### config.mk
export PLATFORM = sky130hd
export DESIGN_NAME = l6_feedback_router
export DESIGN_NICKNAME = d
export VERILOG_FILES = /design/src/rtl/l6_feedback_router_pkg.sv /design/src/rtl/l6_feedback_router_q_sat_shift.sv /design/src/rtl/l6_feedback_router.sv
export SDC_FILE = /design/constraint.sdc
export NUM_CORES = 2
export LEC_CHECK = 0
export ABC_CLOCK_PERIOD_IN_PS = 19000
export CORE_ASPECT_RATIO = 1.2
export CORE_UTILIZATION = 55
export CTS_CLUSTER_DIAMETER = 120
export DETAILED_ROUTE_END_ITERATION = 8
export PLACE_DENSITY = 0.75
export SETUP_SLACK_MARGIN = 0.1
export SYNTH_ARGS = -nofsm -noshare
export SYNTH_HDL_FRONTEND = slang
export SYNTH_SLANG_ARGS = --single-unit
### constraint.sdc
create_clock -name clk -period 19 [get_ports clk]
set_clock_uncertainty 0.05 [all_clocks]
set_input_delay 1.9 -clock clk [delete_from_list [all_inputs] [get_ports clk]]
set_output_delay 1.9 -clock clk [all_outputs]
set_load 0.05 [all_outputs]
### src/rtl/l6_feedback_router_pkg.sv
// Shared fixed-point package for the L6 feedback router.
//   - Q14 gain constants used as reset defaults for the gain table.
//   - FSM state encoding for the coupling-pass sequencer.
//   - default_gain(): reset gain for a given L6 target index.
package l6_feedback_router_pkg;

    // Q14 constants
    localparam int ONE      = 16384;
    localparam int K_L6_L23 = 2458;  // 0.15
    localparam int K_L6_L5B = 1638;  // 0.10
    localparam int K_L6_L1  = 1638;  // 0.10

    typedef enum logic [1:0] {
        StIdle  = 2'd0,
        StRun   = 2'd1,
        StDrain = 2'd2,
        StDone  = 2'd3
    } router_state_e;

    // Reset gain for target index tgt; targets beyond L1 carry no feedback.
    function automatic int default_gain(input int tgt);
        case (tgt)
            0:       return K_L6_L23;
            1:       return K_L6_L5B;
            2:       return K_L6_L1;
            default: return 0;
        endcase
    endfunction

endpackage

### src/rtl/l6_feedback_router_q_sat_shift.sv
// q_sat_shift: rescales a double-width signed product back to a WIDTH-bit word.
//   prod_i : signed 2*WIDTH product
//   word_o : floor(prod_i / 2^FRAC), clamped to the signed WIDTH-bit range
//   sat_o  : 1 when the clamp was applied
module q_sat_shift
    import l6_feedback_router_pkg::*;
#(
    parameter int WIDTH = 18,
    parameter int FRAC  = 14
) (
    input  logic signed [2*WIDTH-1:0] prod_i,
    output logic signed [WIDTH-1:0]   word_o,
    output logic                      sat_o
);

    localparam logic signed [2*WIDTH-1:0] MaxVal = {{(WIDTH+1){1'b0}}, {(WIDTH-1){1'b1}}};
    localparam logic signed [2*WIDTH-1:0] MinVal = ~MaxVal;

    logic signed [2*WIDTH-1:0] shifted;

    always_comb begin
        // Arithmetic shift on a signed operand rounds toward minus infinity.
        shifted = prod_i >>> FRAC;
        sat_o   = 1'b0;
        word_o  = shifted[WIDTH-1:0];
        if (shifted > MaxVal) begin
            word_o = MaxVal[WIDTH-1:0];
            sat_o  = 1'b1;
        end else if (shifted < MinVal) begin
            word_o = MinVal[WIDTH-1:0];
            sat_o  = 1'b1;
        end
    end

endmodule

### src/rtl/l6_feedback_router.sv
// l6_feedback_router: routes each column's L6 state to its L2/3, L5b and L1 targets
// through a programmable Q-format gain table, one product per cycle on a single
// registered multiplier.
// Ports:
//   clk, rst          : clock, synchronous active-high reset
//   start             : request one coupling pass (ignored and flagged while busy)
//   l6_x_packed       : signed L6 state per column, column c at [c*WIDTH +: WIDTH]
//   tgt_en            : per-target enable; disabled targets produce 0
//   cfg_we/addr/data  : live gain-table write, addr = col*NUM_TGT + tgt
//   contrib_packed    : signed contributions, entry k at [k*WIDTH +: WIDTH]
//   out_valid         : one-cycle pulse when contrib_packed updates
//   busy, sat_any     : pass in progress / last pass clamped an enabled entry
//   overrun           : sticky, start seen while busy
module l6_feedback_router
    import l6_feedback_router_pkg::*;
#(
    parameter int WIDTH    = 18,
    parameter int FRAC     = 14,
    parameter int NUM_COLS = 3,
    parameter int NUM_TGT  = 3,
    localparam int N       = NUM_COLS * NUM_TGT,
    localparam int AW      = (N > 1) ? $clog2(N) : 1
) (
    input  logic                        clk,
    input  logic                        rst,
    input  logic                        start,
    input  logic [NUM_COLS*WIDTH-1:0]   l6_x_packed,
    input  logic [NUM_TGT-1:0]          tgt_en,
    input  logic                        cfg_we,
    input  logic [AW-1:0]               cfg_addr,
    input  logic [WIDTH-1:0]            cfg_data,
    output logic [N*WIDTH-1:0]          contrib_packed,
    output logic                        out_valid,
    output logic                        busy,
    output logic                        sat_any,
    output logic                        overrun
);

    localparam int CW = (NUM_COLS > 1) ? $clog2(NUM_COLS) : 1;
    localparam int TW = (NUM_TGT > 1) ? $clog2(NUM_TGT) : 1;
    localparam logic [AW-1:0] KLast   = AW'(N - 1);
    localparam logic [TW-1:0] TgtLast = TW'(NUM_TGT - 1);

    typedef logic signed [WIDTH-1:0] word_t;

    router_state_e state_q, state_d;

    // Issue-side counters: k walks the flat table, col/tgt track it without a divider.
    logic [AW-1:0] k_q, k_d;
    logic [CW-1:0] col_q, col_d;
    logic [TW-1:0] tgt_q, tgt_d;

    // Per-pass snapshot so live inputs and cfg writes cannot disturb a running pass.
    word_t              x_sh_q [NUM_COLS];
    word_t              x_sh_d [NUM_COLS];
    logic [NUM_TGT-1:0] en_sh_q, en_sh_d;
    word_t              gain_sh_q [N];
    word_t              gain_sh_d [N];

    word_t gain_q [N];
    word_t gain_d [N];

    // Multiplier output stage, tagged with its destination entry.
    logic signed [2*WIDTH-1:0] prod_q, prod_d;
    logic [AW-1:0]             wr_idx_q, wr_idx_d;
    logic                      wr_vld_q, wr_vld_d;
    logic                      wr_en_q, wr_en_d;

    word_t staging_q [N];
    word_t staging_d [N];
    word_t contrib_q [N];
    word_t contrib_d [N];

    logic out_valid_q, out_valid_d;
    logic sat_q, sat_d;
    logic sat_acc_q, sat_acc_d;
    logic overrun_q, overrun_d;

    logic signed [2*WIDTH-1:0] mul_a, mul_b;
    word_t                     sat_word;
    logic                      sat_flag;

    assign mul_a = (2*WIDTH)'(x_sh_q[col_q]);
    assign mul_b = (2*WIDTH)'(gain_sh_q[k_q]);

    q_sat_shift #(
        .WIDTH (WIDTH),
        .FRAC  (FRAC)
    ) u_q_sat_shift (
        .prod_i (prod_q),
        .word_o (sat_word),
        .sat_o  (sat_flag)
    );

    always_comb begin
        state_d     = state_q;
        k_d         = k_q;
        col_d       = col_q;
        tgt_d       = tgt_q;
        x_sh_d      = x_sh_q;
        en_sh_d     = en_sh_q;
        gain_sh_d   = gain_sh_q;
        gain_d      = gain_q;
        prod_d      = prod_q;
        wr_idx_d    = wr_idx_q;
        wr_vld_d    = 1'b0;
        wr_en_d     = wr_en_q;
        staging_d   = staging_q;
        contrib_d   = contrib_q;
        out_valid_d = 1'b0;
        sat_d       = sat_q;
        sat_acc_d   = sat_acc_q;
        overrun_d   = overrun_q;

        if (cfg_we && (int'(cfg_addr) < N)) begin
            gain_d[cfg_addr] = cfg_data;
        end

        // Write-back of the product issued in the previous cycle.
        if (wr_vld_q) begin
            staging_d[wr_idx_q] = wr_en_q ? sat_word : '0;
            sat_acc_d           = sat_acc_q | (wr_en_q & sat_flag);
        end

        if (start && (state_q != StIdle)) begin
            overrun_d = 1'b1;
        end

        unique case (state_q)
            StIdle: begin
                if (start) begin
                    for (int c = 0; c < NUM_COLS; c++) begin
                        x_sh_d[c] = l6_x_packed[c*WIDTH +: WIDTH];
                    end
                    en_sh_d   = tgt_en;
                    // gain_q, not gain_d: a same-cycle cfg write belongs to the next pass.
                    gain_sh_d = gain_q;
                    k_d       = '0;
                    col_d     = '0;
                    tgt_d     = '0;
                    sat_acc_d = 1'b0;
                    state_d   = StRun;
                end
            end
            StRun: begin
                prod_d   = mul_a * mul_b;
                wr_idx_d = k_q;
                wr_en_d  = en_sh_q[tgt_q];
                wr_vld_d = 1'b1;
                k_d      = k_q + 1'b1;
                if (tgt_q == TgtLast) begin
                    tgt_d = '0;
                    col_d = col_q + 1'b1;
                end else begin
                    tgt_d = tgt_q + 1'b1;
                end
                if (k_q == KLast) begin
                    state_d = StDrain;
                end
            end
            StDrain: begin
                // Publish staging including the final write-back so out_valid is
                // high during the DONE cycle together with the new contributions.
                contrib_d   = staging_d;
                sat_d       = sat_acc_d;
                out_valid_d = 1'b1;
                state_d     = StDone;
            end
            StDone: begin
                state_d = StIdle;
            end
            default: begin
                state_d = StIdle;
            end
        endcase
    end

    always_ff @(posedge clk) begin
        if (rst) begin
            state_q     <= StIdle;
            k_q         <= '0;
            col_q       <= '0;
            tgt_q       <= '0;
            en_sh_q     <= '0;
            prod_q      <= '0;
            wr_idx_q    <= '0;
            wr_vld_q    <= 1'b0;
            wr_en_q     <= 1'b0;
            out_valid_q <= 1'b0;
            sat_q       <= 1'b0;
            sat_acc_q   <= 1'b0;
            overrun_q   <= 1'b0;
            for (int c = 0; c < NUM_COLS; c++) begin
                x_sh_q[c] <= '0;
            end
            for (int i = 0; i < N; i++) begin
                gain_q[i]    <= WIDTH'(default_gain(i % NUM_TGT));
                gain_sh_q[i] <= '0;
                staging_q[i] <= '0;
                contrib_q[i] <= '0;
            end
        end else begin
            state_q     <= state_d;
            k_q         <= k_d;
            col_q       <= col_d;
            tgt_q       <= tgt_d;
            x_sh_q      <= x_sh_d;
            en_sh_q     <= en_sh_d;
            gain_sh_q   <= gain_sh_d;
            gain_q      <= gain_d;
            prod_q      <= prod_d;
            wr_idx_q    <= wr_idx_d;
            wr_vld_q    <= wr_vld_d;
            wr_en_q     <= wr_en_d;
            staging_q   <= staging_d;
            contrib_q   <= contrib_d;
            out_valid_q <= out_valid_d;
            sat_q       <= sat_d;
            sat_acc_q   <= sat_acc_d;
            overrun_q   <= overrun_d;
        end
    end

    for (genvar gi = 0; gi < N; gi++) begin : g_pack
        assign contrib_packed[gi*WIDTH +: WIDTH] = contrib_q[gi];
    end

    assign out_valid = out_valid_q;
    assign busy      = (state_q != StIdle);
    assign sat_any   = sat_q;
    assign overrun   = overrun_q;

endmodule
Yosys cells after proc, flatten, opt, wreduce, memory -nomap -nowiden
Cells that the tools add are included.

Logic and storage cells: 126. Output and inout port bits: 166. Register bits after elaboration: 761.

Bitwise gates (word level): 6. $lt $le $gt $ge: 10. $add $sub $neg: 3. $mul: 1. Reduce and logical (&&, ||, !) cells: 11. Mux-type cells: 35. Equality and inequality tests: 8.

Operator list (number): $bwmux W162 (2); $mux W162 (1); $mux W18 (9); $demux W18 S4 (2); $bmux W18 S4 (1); $bmux W18 S2 (1); $mul A18 B18 Y36 (1); $gt A22 B18 Y1 const B (1); $lt A22 B18 Y1 const B (1); $ge A5 B5 Y1 const B (3); $not A4 Y5 (3); $lt A5 B1 Y1 const B (2); $mux W2 (5); $mux W1 (8); $pmux W2 S2 (2); $pmux W2 S4 (1); $pmux W4 S2 (1); $eq A2 B2 Y1 const B (3); $ne A2 B2 Y1 const B (3); $reduce_and A2 Y1 (3); $add A2 B1 Y2 const B (2); $add A4 B1 Y4 const B (1); $eq A4 B4 Y1 const B (1); $logic_and A1 B1 Y1 (4); other kinds (12) (13).

Logic depth before layout (Yosys ltp)
Depth in word-level cells: 8. Depth in mapped cells: 31. Gate-level depth less buffers: 28.

Modules after synthesis
From an unflattened synthesis, not the netlist that was laid out.

Cell total of the unflattened synthesis: 4693. Area total of the unflattened synthesis: 40657.7 um^2.

By module, submodules not included: l6_feedback_router (times used 1, cells an instance 4622, area each 40099.7 um^2, sequential area each 15234.6 um^2); q_sat_shift (times used 1, cells an instance 71, area each 558.0 um^2, sequential area each 0.0 um^2).

Least setup slack after synthesis
No wires, ideal clock.

Path type: register to register. Start: register k_q[0]. End: register prod_q[35]. Setup time: 0.144 ns. Data arrival time: 7.474 ns. Clock period less this slack: 7.669 ns. Path buffers: 3. Path slack: 11.331 ns. Stages on the path, launching flop included: 31. Cells stage by stage: dfxtp_1 buf_6 clkbuf_1 mux4_2 mux2i_1 nor2_1 a21oi_1 clkbuf_1 nor2_1 fa_1 inv_1 fa_1 inv_1 ha_1 inv_1 fa_1 inv_1 fa_1 inv_1 fa_1 inv_1 ha_1 inv_1 o21bai_1 a21oi_1 o2111ai_1 nand2_1 a211oi_1 o21ai_0 mux2i_1 o311ai_0.

Word-level cells in the longest chain between the ends: 5.

RTL lines: start: declaration (line l6_feedback_router.sv:49) `logic [AW-1:0] k_q, k_d;`; start signal: assignment (line l6_feedback_router.sv:204) `k_q <= k_d;`; $not A4 Y5 (implied by the code) (line l6_feedback_router.sv:84) `assign mul_b = (2*WIDTH)'(gain_sh_q[k_q]);`; $bmux W18 S4 (line l6_feedback_router.sv:84); $mux W18 (implied by the code) (2 in series) (line l6_feedback_router.sv:84); $mul A18 B18 Y36 (line l6_feedback_router.sv:146) `prod_d = mul_a * mul_b;`; end signal: assignment (line l6_feedback_router.sv:211) `prod_q <= prod_d;`; end: declaration (line l6_feedback_router.sv:64) `logic signed [2*WIDTH-1:0] prod_q, prod_d;`.

No other way between the ends. The select of a mux whose other input is x is not followed. A chain may end at the register's enable or synchronous reset.

Worst setup path in the final report
Same ends and word-level chain as after synthesis.

==> impl_results.md <==
* Layout cells sized above 1 at 5.168%
* Final worst setup slack at 10550 ps
* WL/cell at 18.63 um
* Pwr Total at 5.482 mW
* Via count at 31.10k
* Latest clock arrival within the worst-skew pair at 650 ps
* Critical path startpoint category: flop
* Vias in the first global route at 30.61k
* Post-synth ARST share at 0%
* DRT antenna net count at 0
* Top cell type's share of synthesized area at 37.95%
* HPWL after DPL at 71.20 mm
* Core area at 0.07096 mm^2
* Worst setup EP type: flop
* Highest achievable clock rate at 118.4 MHz
* Cells after synthesis at 4548
* Max cap viols at 0
* CP required at 19420 ps
* Crit-path leading delay family: adder cells
* Design Area, Final at 0.04499 mm^2
* Yosys cell types at 62
* Global-route wire length before repair at 165.0 mm
* Setup violators final at 0
* Number of synthesized flops with an enable pin at 0
* Simple-gate share of the synthesized area at 17.88%
* Drt via density at 5.545
* Compound-Gate Fraction of Synth Area at 11.11%
* Reg clk slew, reported paths at 70 ps
* Total GRT Usage at 29.07%
* P&R area growth vs syn at 14.18%
* # clock sinks at 747
* Layout Utilization at 63.41%
* Post-Syn Area at 0.03941 mm^2
* Post-route DRC violation count at 0
* Ranking of synthesized cells by area: dfxtp_1 38%, fa_1 17%, nand2_1 8.9%, nor2_1 5.6%, a21oi_1 5.3%
* Post-layout nets at 5132
* Synth Area in XOR/XNOR at 0.5112%
* Post-DP Area at 0.04247 mm^2
* Boundary Pins at 249
* # port buffers at 248
* Global route total overflow at 0
* Inserted Clock Buffers at 74
* #FFs+latches synth at 747
* Finished Layout Cells at 5609
* Post-CTS Hold Fix Bufs at 0
* Post-CTS sizing at 0
* Final setup TNS at 0 ps
* Post-Syn Area per Cell at 8.665 um^2
* CTS tree: built
* Post-synthesis mux area share at 6.166%
* Initial antenna violation count at 1
* Die width at 246.4 um
* Synth cell count leaders: 935 x nand2_1, 747 x dfxtp_1, 586 x nor2_1
* Final Hold Viols at 0
* WP data arrival at 8860 ps
* Buffers & Inverters on Critical Path at 9
* Synth Flop Type: dfxtp_1
* Pre-CTS WS at 10620 ps
* Final Critical Period at 8446 ps
* Final cycle utilization of the critical path at 44.45%
* Total wire length at 104.5 mm
* Slowest stage delay, CP at 610 ps
* Status: finished clean
* CP most frequent cell: inv_1
* HP Class: reg2reg
* Adder-Cell Fraction of Synth Area at 19.62%
* CTS H-tree depth at 3
* Peak supply drop at 0.0001031 V
* Die H at 295.2 um
* CP Class: reg2reg
* Sequential element share of the synthesized area at 37.95%
* Initial DRC count at 2499
* Root Driver: clkbuf_16
* Starting density of the core at 55.54%
* Clk buf depth at 3
* Row count at 107
* Top-count cell post-synth: nand2_1
* Pin count of the biggest net entering global routing at 258
* Die Area at 0.07273 mm^2
* Post-Place Cells at 5478
* DRT Pass-1 Iters at 6
* Fin Hold WS at 382.1 ps
* Pwr Density at 121.9 mW/mm^2
* Syn_nets at 5052
* Slowest CP cell: buf_4
* Buffers inserted by post-CTS timing repair at 0
* Antenna cell count at 0
* Crit-path max FO at 31
* Number of synthesis warnings at 0
* Unrepaired setup endpoints after global routing: no
* Tightest Pin Transition at 1387 ps
* Most area-hungry cell type in the Yosys netlist: dfxtp_1
* Leakage at 17.70 nW
* Slew margin rel. at 7.552%
* GPL Wtd Cong at 0.9485
* Max Slew Vio Count at 0
* Largest family of logic cells by synthesized area: adder cells
cells by family after synthesis:
| kind of cell | Yosys count |
|---|---|
| compound gates | 733 |
| xor+xnor | 23 |
| fa+ha+maj | 421 |
| buf+inv | 705 |
| flops | 747 |
| mux | 199 |
| simple gates | 1720 |
worst register-to-register path, delay by kind of cell, from the launching register on:
kind | cells | cell delay, ps
fa+ha+maj | 7 | 3420
buf+inv | 9 | 1590
compound gates | 7 | 1200
mux | 3 | 1100
flops | 1 | 600
simple gates | 3 | 360
power breakdown:
group / total, mW / internal, mW / switching (mW)
Sequential: 1.93 / 1.79 / 0.143
Combinational: 2.04 / 0.648 / 1.39
Clock: 1.52 / 0.889 / 0.630
final timing paths:
path	startpoint	end	slack (ps)	depth (start not counted)
worst max-delay path	k_q[0]$_SDFFE_PP0P_	prod_q[35]$_SDFFE_PP0P_	10550	29
worst min-delay path	gain_q[103]$_SDFFE_PP0P_	gain_sh_q[103]$_SDFFE_PP0P_	380	2
worst max register to register	k_q[0]$_SDFFE_PP0P_	prod_q[35]$_SDFFE_PP0P_	10550	29
worst min register to register	gain_q[103]$_SDFFE_PP0P_	gain_sh_q[103]$_SDFFE_PP0P_	380	2
routing by layer:
layer  GRT usage (%)  wire length (um)  up-vias
li1                -                 -    14763
met1           35.69             41580    15083
met2           49.59             51810      959
met3           4.212              5824      294
met4           14.98              5288        2
met5               0                13        -
cell usage in the layout (no fill, tap or decap), types with 7 or more instances in the layout:
| cell | instances |
|---|---|
| clkinv_2 | 8 |
| o21ai_1 | 7 |
| nor3b_1 | 7 |
| o21a_1 | 20 |
| dfxtp_1 | 742 |
| nand2_1 | 934 |
| buf_4 | 57 |
| o22a_1 | 17 |
| ha_1 | 91 |
| nand3_1 | 16 |
| o21ai_2 | 7 |
| bufinv_16 | 7 |
| mux2i_1 | 164 |
| o22ai_1 | 19 |
| fa_1 | 328 |
| inv_1 | 403 |
| xnor2_1 | 14 |
| nor3_1 | 7 |
| clkbuf_1 | 17 |
| nand3b_1 | 65 |
| a21oi_1 | 421 |
| clkbuf_16 | 74 |
| xor2_1 | 9 |
| nand2b_1 | 39 |
| clkbuf_8 | 17 |
| o21ai_0 | 33 |
| nor2_1 | 583 |
| and2_1 | 22 |
| clkdlybuf4s50_1 | 247 |
| mux4_2 | 35 |
| a211oi_1 | 166 |
| nand4_1 | 7 |
layout make-up:
type | count | area, um^2
multi-input combinational | 3096 | 21900
timing repair buffer | 306 | 2935
inverter | 403 | 1513
sequential | 747 | 14960
fill | 6091 | 25960
tap | 926 | 1159
clock inverter | 23 | 375.4
clock buffer | 108 | 2150
registers in the layout (all words and copies together), names as in the netlist, 2 cells and up:
name / flops
col_q: 2
contrib_packed: 162
en_sh_q: 3
gain_q: 162
gain_sh_q: 162
k_q: 4
prod_q: 22
staging_q: 162
state_q: 2
tgt_q: 2
wr_idx_q: 4
x_sh_q: 54
(Power assumes the default switching activity.)
